===== src/rtl/icache_refill_ctrl.sv =====
// rtl/icache_refill_ctrl.sv - L1 instruction cache miss refill sequencer
//
// Purpose:
//    Takes one pending instruction-cache miss at a time, issues a single
//    line-read request to memory, streams the returned beats into the data
//    array, writes the tag array with the valid bit set, then pulses
//    missResolved_o so the hit/miss check stage can let fetch resume.
//
// Optional feature (macro ICACHE_CRITICAL_WORD_FIRST_EN):
//    When defined, the refill starts at the beat holding the missing offset
//    and the data-array slots wrap modulo BEATS from there. When undefined
//    the refill always starts at beat 0.
//
// Ports:
//    clock_i         rising-edge clock
//    reset_i         synchronous active-high reset
//    missValid_i     level, miss pending (only looked at in IDLE)
//    missTag_i       missing tag
//    missIndex_i     missing set index
//    missOffset_i    missing byte offset
//    memReq_o        line read request valid (held until memReqReady_i)
//    memReqAddr_o    64-bit byte address {tag, index, offset field}
//    memReqReady_i   memory accepts the request this cycle
//    memRespValid_i  response beat valid
//    memRespData_i   response beat data
//    lineWrEn_o      data-array beat write strobe
//    lineWrIndex_o   data-array set to write
//    lineWrBeat_o    beat slot within the line (unused MSBs zero)
//    lineWrData_o    beat data to write
//    tagWrEn_o       tag-array write strobe (one cycle)
//    tagWrIndex_o    tag-array set to write
//    tagWrData_o     {valid=1, tag}
//    missResolved_o  one-cycle pulse when the refill is complete
//    busy_o          high in every state other than IDLE

module icache_refill_ctrl #(
   parameter int TAG_WIDTH    = 51,
   parameter int INDEX_WIDTH  = 8,
   parameter int OFFSET_WIDTH = 5,
   parameter int BEAT_WIDTH   = 64
) (
   input  logic                   clock_i,
   input  logic                   reset_i,
   input  logic                   missValid_i,
   input  logic [TAG_WIDTH-1:0]   missTag_i,
   input  logic [INDEX_WIDTH-1:0] missIndex_i,
   input  logic [OFFSET_WIDTH-1:0] missOffset_i,
   output logic                   memReq_o,
   output logic [63:0]            memReqAddr_o,
   input  logic                   memReqReady_i,
   input  logic                   memRespValid_i,
   input  logic [BEAT_WIDTH-1:0]  memRespData_i,
   output logic                   lineWrEn_o,
   output logic [INDEX_WIDTH-1:0] lineWrIndex_o,
   output logic [2:0]             lineWrBeat_o,
   output logic [BEAT_WIDTH-1:0]  lineWrData_o,
   output logic                   tagWrEn_o,
   output logic [INDEX_WIDTH-1:0] tagWrIndex_o,
   output logic [TAG_WIDTH:0]     tagWrData_o,
   output logic                   missResolved_o,
   output logic                   busy_o
);

   // A line is 256 bits; each beat fills one slot of it.
   localparam int BEATS     = 256 / BEAT_WIDTH;
   localparam int BEAT_BITS = (BEATS > 1) ? $clog2(BEATS) : 1;
   // Byte-offset bits that address inside a single beat.
   localparam int BYTE_BITS = OFFSET_WIDTH - BEAT_BITS;

   localparam logic [BEAT_BITS-1:0] LAST_CNT = BEAT_BITS'(BEATS - 1);
   localparam logic [BEAT_BITS-1:0] BEAT_ONE = BEAT_BITS'(1);

   generate
      if (BEAT_WIDTH != 32 && BEAT_WIDTH != 64 && BEAT_WIDTH != 128) begin : g_bad_beat
         $error("icache_refill_ctrl: BEAT_WIDTH must be 32, 64 or 128");
      end
   endgenerate

   typedef enum logic [2:0] {
      S_IDLE,
      S_REQ,
      S_FILL,
      S_TAG,
      S_RESOLVE
   } state_t;

   state_t                  state;
   logic [TAG_WIDTH-1:0]    tag_q;
   logic [INDEX_WIDTH-1:0]  index_q;
   logic [BEAT_BITS-1:0]    beat_cnt;   // beats accepted so far in FILL
   logic [BEAT_BITS-1:0]    slot_q;     // slot the next accepted beat goes to
   logic [BEAT_BITS-1:0]    start_beat;
   logic [OFFSET_WIDTH-1:0] req_offset;
   logic                    unused_offset;

`ifdef ICACHE_CRITICAL_WORD_FIRST_EN
   // The upper offset bits select which beat of the line holds the missing word.
   assign start_beat = missOffset_i[OFFSET_WIDTH-1 -: BEAT_BITS];
`else
   assign start_beat = '0;
`endif

   // Offset field of the request address: start beat scaled to bytes, so the
   // bits inside a beat are always zero.
   assign req_offset = OFFSET_WIDTH'(start_beat) << BYTE_BITS;

   // The bits of the miss offset below beat granularity never affect the refill.
   assign unused_offset = ^missOffset_i;

   always_ff @(posedge clock_i) begin
      if (reset_i) begin
         state          <= S_IDLE;
         tag_q          <= '0;
         index_q        <= '0;
         beat_cnt       <= '0;
         slot_q         <= '0;
         memReq_o       <= 1'b0;
         memReqAddr_o   <= '0;
         lineWrEn_o     <= 1'b0;
         lineWrIndex_o  <= '0;
         lineWrBeat_o   <= '0;
         lineWrData_o   <= '0;
         tagWrEn_o      <= 1'b0;
         tagWrIndex_o   <= '0;
         tagWrData_o    <= '0;
         missResolved_o <= 1'b0;
         busy_o         <= 1'b0;
      end else begin
         // Beat write strobe is a single-cycle pulse per accepted beat.
         lineWrEn_o <= 1'b0;

         case (state)
            S_IDLE: begin
               // Response beats seen here belong to an aborted refill and
               // are dropped simply by not looking at them.
               if (missValid_i) begin
                  tag_q        <= missTag_i;
                  index_q      <= missIndex_i;
                  slot_q       <= start_beat;
                  beat_cnt     <= '0;
                  memReq_o     <= 1'b1;
                  memReqAddr_o <= 64'({missTag_i, missIndex_i, req_offset});
                  busy_o       <= 1'b1;
                  state        <= S_REQ;
               end
            end

            S_REQ: begin
               // Address was registered on entry and stays put until accepted.
               if (memReqReady_i) begin
                  memReq_o     <= 1'b0;
                  memReqAddr_o <= '0;
                  state        <= S_FILL;
               end
            end

            S_FILL: begin
               if (memRespValid_i) begin
                  lineWrEn_o    <= 1'b1;
                  lineWrIndex_o <= index_q;
                  lineWrBeat_o  <= 3'(slot_q);
                  lineWrData_o  <= memRespData_i;
                  slot_q        <= slot_q + BEAT_ONE;   // wraps modulo BEATS
                  if (beat_cnt == LAST_CNT) begin
                     // The tag write shares the cycle with the last beat write.
                     beat_cnt     <= '0;
                     tagWrEn_o    <= 1'b1;
                     tagWrIndex_o <= index_q;
                     tagWrData_o  <= {1'b1, tag_q};
                     state        <= S_TAG;
                  end else begin
                     beat_cnt <= beat_cnt + BEAT_ONE;
                  end
               end
            end

            S_TAG: begin
               tagWrEn_o      <= 1'b0;
               missResolved_o <= 1'b1;
               state          <= S_RESOLVE;
            end

            S_RESOLVE: begin
               // The checker drops its miss on this edge, so IDLE never
               // re-captures the miss that was just serviced.
               missResolved_o <= 1'b0;
               busy_o         <= 1'b0;
               state          <= S_IDLE;
            end

            default: begin
               memReq_o       <= 1'b0;
               tagWrEn_o      <= 1'b0;
               missResolved_o <= 1'b0;
               busy_o         <= 1'b0;
               state          <= S_IDLE;
            end
         endcase
      end
   end

endmodule


===== config.mk =====
export PLATFORM = sky130hd
export DESIGN_NAME = icache_refill_ctrl
export DESIGN_NICKNAME = d
export VERILOG_FILES = /design/src/rtl/icache_refill_ctrl.sv
export SDC_FILE = /design/constraint.sdc
export NUM_CORES = 1
export LEC_CHECK = 0
export CELL_PAD_IN_SITES_DETAIL_PLACEMENT = 2
export CELL_PAD_IN_SITES_GLOBAL_PLACEMENT = 2
export CORE_MARGIN = 2
export CORE_UTILIZATION = 22
export CTS_CLUSTER_SIZE = 24
export DETAILED_ROUTE_END_ITERATION = 8
export GPL_ROUTABILITY_DRIVEN = 0
export PLACE_DENSITY = 0.82
export SYNTH_ARGS = -nofsm -noshare
export SYNTH_HDL_FRONTEND = slang
export SYNTH_SLANG_ARGS = --single-unit

===== constraint.sdc =====
create_clock -name clock_i -period 1.45 [get_ports clock_i]
set_input_delay 0.145 -clock clock_i [delete_from_list [all_inputs] [get_ports clock_i]]
set_output_delay 0.145 -clock clock_i [all_outputs]
set_load 0.1 [all_outputs]

==> run metrics, run 1 <==
sw power=6.310 mW; simple-gate share of the synthesized area=0.1639; FF+latch count, synth=264; Post-Syn Area per Cell=8.690 sq um; Inserted Clock Buffers=34; crit end category=flip-flop; fin worst setup slack=-0.2361 ns; CP Launch Type=flip-flop; gr usage total=0.2060; CP max FO=9; initial antenna violation count=0; Switching Fraction=0.3012; sequential share of the synthesized area=0.5792; first-pass GRT wire length=68.24 mm; mapped cell area=9125 sq um; die area=43120 sq um; WL per Instance=26.70 um; fin area=19600 sq um; DR vias=9606; largest family of logic cells by synthesized area=compound AO/OA/AOI/OAI gates; post-DP HPWL=28.13 mm; critical path data arrival time=2.10 ns; core area=40920 sq um; vias per cell=4.849; post-route ant nets=0; Max H-tree Level=2; Initial Util=0.2230; fin crit share=1.163; Crit Path Category=flip-flop to flip-flop; measured slew at the worst slew-check pin=0.5320 ns; combinational share of power=0.194; Worst-path clk slew=0.06 ns; Cell Area, Placed=15300 sq um; cell-internal power=14.64 mW; setup_tns=-34.92 ns; status=finished with violations; Reg power frac=0.376; worst vdd ir=589.3 uV; Ys Warns=0; vias in the first global route=10795; Clock Sink Count=264; minimum clock period=1.686 ns; commonest non-fill, non-tap cell in the layout=dfxtp_1; Power Density=1069 nW/um^2; Crit path required time=1.86 ns; number of distinct library cells after synthesis=32; root buf cell=clkbuf_16; clock power share=0.430; ant diodes=0; Final Hold Fails=0; Port Buf Inserts=325; most frequent cells in the layout=dfxtp_1 (260), buf_12 (225), nand2_1 (160), a21oi_2 (150), clkdlybuf4s50_1 (126); DRT Pass-1 Iters=4; Synth Area in Compound Gates=0.2031; max-slew violations=0; CTS tree=built; Final setup violation count=258; clock skew=0.02732 ns; fmax=593.1 MHz; Gate Count Post-Synth=1050; initial drt markers=321; WL final=52.89 mm; leakage power=7.173 nW; ratio of cells with drive above 1 in the final layout=0.4955; drt drc=0; number of cell rows=74; failing checks=negative setup slack; chip height=207.7 um; synth-to-layout area growth=114.7%; worst hold path depth=3; GR Overflow Total=0; xor/xnor share of the synthesized area=0; multiplexer share of the synthesized area=0.002331; chip width=207.7 um; Hold WC Path Type=primary input to flip-flop; max cap viols=0; total power=20.95 mW; largest net degree at the start of global routing=68; Clock Tree Buf Depth=3; RSZ-0062 raised after global routing=true; Reg2Reg Depth=7; Skew-Pair Late Insertion Delay=0.55 ns; num ports=337; area share of fa/ha/maj cells after synthesis=0.001371; Worst slew margin=0.6453; final-stage net count=1558
==> power groups by stage <==
stage,Combinational [mW],Clock [mW],Sequential [mW]
2_1_floorplan,0.710,0,8.98
3_3_place_gp,3.23,0,7.93
3_5_place_dp,3.31,0,7.96
4_1_cts,3.56,9.13,7.82
5_1_grt,4.21,9.50,7.90
6_report,4.07,9.01,7.87
==> cell usage after synthesis, drive strengths merged <==
master | count | area [sq um]
a21oi | 203 | 1020
a22o | 59 | 516.8
a31oi | 1 | 6.260
and4bb | 1 | 12.51
buf | 42 | 229.0
clkbuf | 58 | 217.7
conb | 1 | 3.750
dfxtp | 264 | 5285
ha | 1 | 12.51
inv | 2 | 7.500
mux2 | 1 | 11.26
mux2i | 1 | 10.01
nand2 | 269 | 1010
nand2b | 1 | 6.260
nand3 | 63 | 315.3
nand3b | 1 | 7.510
nand4b | 1 | 8.760
nand4bb | 1 | 11.26
nor2 | 6 | 30.03
nor2b | 4 | 25.02
nor3 | 4 | 20.02
nor4b | 1 | 23.77
o21ai | 62 | 310.3
or3 | 1 | 6.260
or3b | 1 | 8.760
or4b | 1 | 10.01
==> flip-flops by register name (all words and copies together) (netlist names), 3 cells and up <==
| name | flops |
|---|---|
| tagWrData_o | 52 |
| memReqAddr_o | 59 |
| tagWrIndex_o | 8 |
| lineWrData_o | 64 |
| lineWrIndex_o | 8 |
| state | 3 |
| index_q | 8 |
| tag_q | 51 |
==> metal layers <==
layer / vias up / part of all wire / global-route usage
li1: 4334 / - / -
met1: 4892 / 0.37 / 0.2162
met2: 303 / 0.55 / 0.3869
met3: 77 / 0.053 / 0.05840
met4: 0 / 0.028 / 0.07875
met5: - / 0 / 0
==> layout make-up <==
cell class / instances / area, sq um
clock inverter: 12 / 167.7
tap: 532 / 665.6
fill: 3904 / 21330
timing repair buffer: 433 / 7056
clock buffer: 49 / 998.5
multi-input combinational: 689 / 5405
inverter: 2 / 7.507
sequential: 264 / 5295
==> cell families (layout without fill, tap and decap cells) <==
kind of cell,Yosys count,count (layout)
flops,264,264
mux,2,2
buf+inv,102,496
fa+ha+maj,1,1
compound gates,325,325
other cells,1,6
simple gates,355,355
==> worst max-delay path, stage by stage, from the launching register on <==
cell       delay [ns]
dfxtp_4          0.36
buf_6            0.13
nand4bb_4        0.33
buf_12           0.24
buf_4            0.15
clkbuf_16        0.15
nand2_1          0.10
a21oi_1          0.09
==> stage by stage <==
| stage | worst slack, ns | hold slack, ns | util | cells |
|---|---|---|---|---|
| after floorplan | -0.05412 | 0.2705 | - | 1055 |
| after global placement | -0.3297 | 0.4416 | 0.3739 | 1866 |
| after detailed placement | -0.4036 | 0.4523 | 0.3739 | 1866 |
| after CTS | -0.1862 | 0.1398 | 0.4238 | 1950 |
| after global routing | -0.2748 | 0.1926 | 0.4788 | 1981 |
| final | -0.2361 | 0.1751 | 0.4788 | 1981 |
==> what timing repair did <==
action / 4_1_cts / 5_1_grt
endpoints found under the hold margin: 2 / 0
hold buffers: 1 / 0
endpoints found under the setup margin: 243 / 259
gates resized for setup: 144 / 457
pin swaps: 51 / 191
gates cloned: 10 / 20
setup buffers: 12 / 13
==> final timing paths <==
| kind | from | slack, ns | to |
|---|---|---|---|
| worst min register to register | tag_q[6] | 0.47 | tagWrData_o[6] |
| worst max-delay path | state[2] | -0.24 | lineWrData_o[5] |
| worst max register to register | state[2] | -0.24 | lineWrData_o[5] |
| worst min-delay path | memRespData_i[0] | 0.18 | lineWrData_o[0] |
Note: power is estimated with default switching activity, not from simulation.
==> run 2: changes to the inputs <==
- PLACE_DENSITY: 0.82 -> default
- PLACE_DENSITY_LB_ADDON: default -> 0.1
- TNS_END_PERCENT: default -> 30
==> run metrics, run 2 (synthesis results as in run 1) <==
status=finished with violations; failing checks=negative setup slack; chip width=207.7 um; Most flops, register=lineWrData_o; commonest non-fill, non-tap cell in the layout=nand2_1; worst hold path depth=3; Final Hold Fails=0; slowest CP cell=or4b_4; Clock Sink Count=264; reg2reg start=state[0]; final-stage net count=1500; WL per Instance=19.04 um; total power=20.24 mW; Worst slew margin=0.5881; clock power share=0.450; number of fill cells in the layout=4252; sw power=5.612 mW; fin worst setup slack=-0.1086 ns; gr usage total=0.1660; die area=43120 sq um; DR vias=8784; max cap viols=0; Hold WC Path Type=primary input to flip-flop; CP max FO=29; cell-internal power=14.63 mW; chip height=207.7 um; Largest register FFs=64; crit path buf inv count=1; critical path cell sequence=or4b_4 > nor2_4 > buf_12 > a22o_1; Final setup violation count=119; Worst-path clk slew=0.06 ns; delay-heaviest family, CP=simple AND/OR/NAND/NOR gates; initial drt markers=267; Port Buf Inserts=325; Hold Path Origin=memRespData_i[9]; clock skew=0.01953 ns; crit end category=flip-flop; CP max stage delay=0.58 ns; Power Density=1211 nW/um^2; most frequent cells in the layout=nand2_1 (266), dfxtp_1 (259), buf_12 (219), a21oi_1 (169), clkdlybuf4s50_1 (126); Initial Util=0.2230; register area=5296 sq um; synth-to-layout area growth=83.13%; Reg2Reg Depth=4; root buf cell=clkbuf_16; fmax=641.6 MHz; Cell Area, Placed=15240 sq um; combinational share of power=0.165; RSZ-0062 raised after global routing=true; core area=40920 sq um; Reg power frac=0.385; Crit path required time=1.92 ns; Hold EP=lineWrData_o[9]; Skew-Pair Late Insertion Delay=0.53 ns; DRT Pass-1 Iters=5; vias per cell=4.573; initial antenna violation count=1; Crit Path Category=flip-flop to flip-flop; setup_tns=-7.888 ns; vias in the first global route=9334; drt drc=0; Max H-tree Level=2; first-pass GRT wire length=56.49 mm; Inserted Clock Buffers=35; worst vdd ir=606.1 uV; Switching Fraction=0.2773; max-slew violations=0; critical path data arrival time=2.03 ns; biggest regs=lineWrData_o x64, memReqAddr_o x59, tagWrData_o x52; post-route ant nets=0; minimum clock period=1.559 ns; Clock Tree Buf Depth=3; flop-to-flop setup slack=-0.11 ns; post-DP HPWL=24.97 mm; ratio of cells with drive above 1 in the final layout=0.2579; fin area=16710 sq um; RR Endpoint=memReqAddr_o[10]; multi-input logic area=3595 sq um; CP Launch Type=flip-flop; measured slew at the worst slew-check pin=0.6178 ns; Post-Place Worst Slack=-0.3214 ns; CTS tree=built; fin crit share=1.075; WL final=36.58 mm; largest net degree at the start of global routing=111; num ports=337; GR Overflow Total=0; leakage power=6.058 nW; number of cell rows=74
run 2: cell types whose count changed in the layout (fill, tap and decap cells not counted), sizes merged:
cell | before | now
clkinvlp | 0 | 1
inv | 4 | 2
clkbuf | 66 | 49
diode | 0 | 1
buf | 289 | 246
run 2: per-stage QoR:
stage / hold slack [ns] / util / instances
floorplan: 0.2705 / - / 1055
global placement: 0.4153 / 0.3723 / 1856
detailed placement: 0.4165 / 0.3723 / 1856
CTS: 0.1313 / 0.4042 / 1918
global route: 0.1591 / 0.4083 / 1921
finish: 0.1722 / 0.4083 / 1921
run 2: how the worst max path moves through the flow:
stage | start | to | cells past startpoint | slack, ns
after global routing | state[0] | memReqAddr_o[23] | 4 | -0.19
after detailed placement | missValid_i | memReqAddr_o[25] | 5 | -0.32
after CTS | state[0] | memReqAddr_o[25] | 4 | -0.14
after global placement | missValid_i | memReqAddr_o[11] | 5 | -0.28
after floorplan | state[2] | memReqAddr_o[53] | 6 | -0.05
final | state[0] | memReqAddr_o[10] | 4 | -0.11
run 2: what timing repair did:
action / in CTS / in global routing
endpoints found under the setup margin: 244 / 218
gates resized for setup: 16 / 45
hold endpoints to repair: 2 / 0
cloned: 1 / 1
hold buffers: 1 / 0
pin swaps: 8 / 5
buffers inserted: 2 / 1
run 2: power groups by stage:
stage                     logic, mW  registers (mW)  clock network (mW)
after global placement         3.26            7.94                   0
after detailed placement       3.30            7.95                   0
final                          3.34            7.79                9.11
after global routing           3.51            7.83                9.75
after floorplan               0.710            8.98                   0
after CTS                      3.35            7.80                9.48
run 2: cell type report:
type | instances | share of cell area
timing repair buffer | 374 | 0.3548
sequential | 264 | 0.3169
multi-input combinational | 689 | 0.2151
clock buffer | 48 | 0.06327
tap | 532 | 0.03983
clock inverter | 11 | 0.009434
inverter | 2 | 0.0004492
antenna | 1 | 0.0001497
run 2: layer usage:
layer,vias to the layer above,track usage,part of all wire
li1,4195,-,-
met1,4330,0.2028,0.43
met2,214,0.2833,0.49
met3,45,0.04705,0.060
met4,0,0.04940,0.020
met5,-,0,0
run 2: tightest hold or removal path, cell delays in order:
cell	delay, ns
clkdlybuf4s50_1	0.40
nand2_1	0.06
a21oi_1	0.05
==> run 3: changes to the inputs <==
- CORE_MARGIN: 2 -> default
- SKIP_LAST_GASP: default -> 1
==> run metrics, run 3 (synthesis results as in run 1) <==
status=finished with violations; failing checks=negative setup slack; critical path data arrival time=2.04 ns; CP max FO=8; Max H-tree Level=2; fmax=627.3 MHz; fin crit share=1.099; CP Launch Type=flip-flop; gr usage total=0.1756; chip width=205.7 um; GR Overflow Total=0; Hold Path Origin=reset_i; first-pass GRT wire length=57.33 mm; worst hold path depth=3; max cap viols=0; Most flops, register=lineWrData_o; CTS tree=built; RSZ-0062 raised after global routing=true; Largest register FFs=64; Clock Sink Count=264; CP max stage delay=0.39 ns; total power=19.70 mW; slowest CP cell=and4bb_4; initial antenna violation count=2; Post-Place Worst Slack=-0.3446 ns; clock skew=0.01013 ns; vias per cell=4.614; leakage power=6.478 nW; Worst Setup EP=tagWrData_o[12]; largest net degree at the start of global routing=70; number of fill cells in the layout=4131; DRT Pass-1 Iters=4; vias in the first global route=9705; Skew-Pair Late Insertion Delay=0.51 ns; crit-path most repeated cell=buf_12; Power Density=1110 nW/um^2; Port Buf Inserts=325; fin worst setup slack=-0.1440 ns; Worst slew margin=0.5476; Reg2Reg Depth=7; Critical Path Start=state[0]; max-slew violations=0; reg2reg start=state[0]; worst vdd ir=641.5 uV; post-route ant nets=0; commonest non-fill, non-tap cell in the layout=dfxtp_1; root buf cell=clkbuf_16; initial drt markers=296; Final Hold Fails=0; final-stage net count=1531; Hold WC Path Type=primary input to flip-flop; DR vias=9002; RR Endpoint=tagWrData_o[12]; Clock Tree Buf Depth=3; Worst-path clk slew=0.06 ns; Crit path required time=1.90 ns; Final setup violation count=257; Hold WS=0.1721 ns; WL final=41.23 mm; crit end category=flip-flop; synth-to-layout area growth=94.45%; critical path cell sequence=buf_6 > and4bb_4 > buf_12 > buf_12 > buf_16 > nand3_1 > a21oi_2; measured slew at the worst slew-check pin=0.6764 ns; num ports=337; die area=42300 sq um; Inserted Clock Buffers=34; post-DP HPWL=23.89 mm; drt drc=0; Initial Util=0.2235; flop-to-flop setup slack=-0.14 ns; number of cell rows=74; biggest regs=lineWrData_o x64, memReqAddr_o x59, tagWrData_o x52; most frequent cells in the layout=dfxtp_1 (261), nand2_1 (255), buf_12 (222), a21oi_1 (165), clkdlybuf4s50_1 (126); core area=40830 sq um; Crit Path Category=flip-flop to flip-flop; ratio of cells with drive above 1 in the final layout=0.2950; minimum clock period=1.594 ns; chip height=205.7 um; WL per Instance=21.13 um
## run 3: cell count changes in the layout (fill, tap and decap cells not counted), sizes merged
cell,change
diode,+1
buf,+11
bufbuf,+3
dlygate4sd3,+1
clkbuf,+17
bufinv,-3
## run 3: layout make-up
cell class / instances / area [sq um] / share of cell area
Timing Repair Buffer: 406 / 6793 / 0.3828
Sequential cell: 264 / 5291 / 0.2982
Multi-Input combinational cell: 689 / 3916 / 0.2207
Clock buffer: 48 / 997.2 / 0.05620
Tap cell: 532 / 665.6 / 0.03751
Clock inverter: 8 / 67.56 / 0.003808
Inverter: 2 / 7.507 / 0.0004231
Antenna cell: 2 / 5.005 / 0.0002821
## run 3: what timing repair did
item	CTS	global route
setup buffers	9	7
hold endpoints to repair	16	0
resized for setup	15	148
gates cloned	9	21
pin swaps	5	50
setup endpoints to repair	258	259
hold buffers	2	0
## run 3: report_power, final
part / internal [mW] / total (mW) / switching (mW) / leakage (nW)
combinational: 1.53 / 3.73 / 2.20 / 3.81
sequential: 7.54 / 7.81 / 0.267 / 2.15
clock: 4.94 / 8.16 / 3.22 / 0.525
total: 14.0 / 19.7 / 5.69 / 6.48
## run 3: stage by stage
stage	instance area [sq um]	instances	utilization	TNS, ns
after floorplan	9154	1055	-	-0.9188
after global placement	15150	1846	0.3711	-49.46
after detailed placement	15150	1846	0.3711	-52.94
after CTS	16640	1922	0.4076	-15.90
after global routing	17740	1951	0.4345	-33.67
final	17740	1951	0.4345	-19.76
## run 3: worst min path at each step
stage,to,slack [ns]
after floorplan,memReqAddr_o[10],0.27
after global placement,tag_q[25],0.44
after detailed placement,tag_q[48],0.45
after CTS,slot_q[0],0.15
after global routing,lineWrData_o[44],0.18
final,tagWrEn_o,0.17
## run 3: critical path, delay by kind of cell (launching register included)
| family | cells | cell delay (ns) |
|---|---|---|
| buffers and inverters | 4 | 0.52 |
| AND/OR/NAND/NOR | 2 | 0.50 |
| flip-flops | 1 | 0.36 |
| AO/OA/AOI/OAI | 1 | 0.13 |
## run 3: routing by layer
layer  track usage  vias up  routed length [um]
li1              -     4277                   -
met1        0.2042     4454               16820
met2        0.3053      220               20820
met3       0.05797       51                2774
met4       0.04868        0                 818
met5             0        -                   0
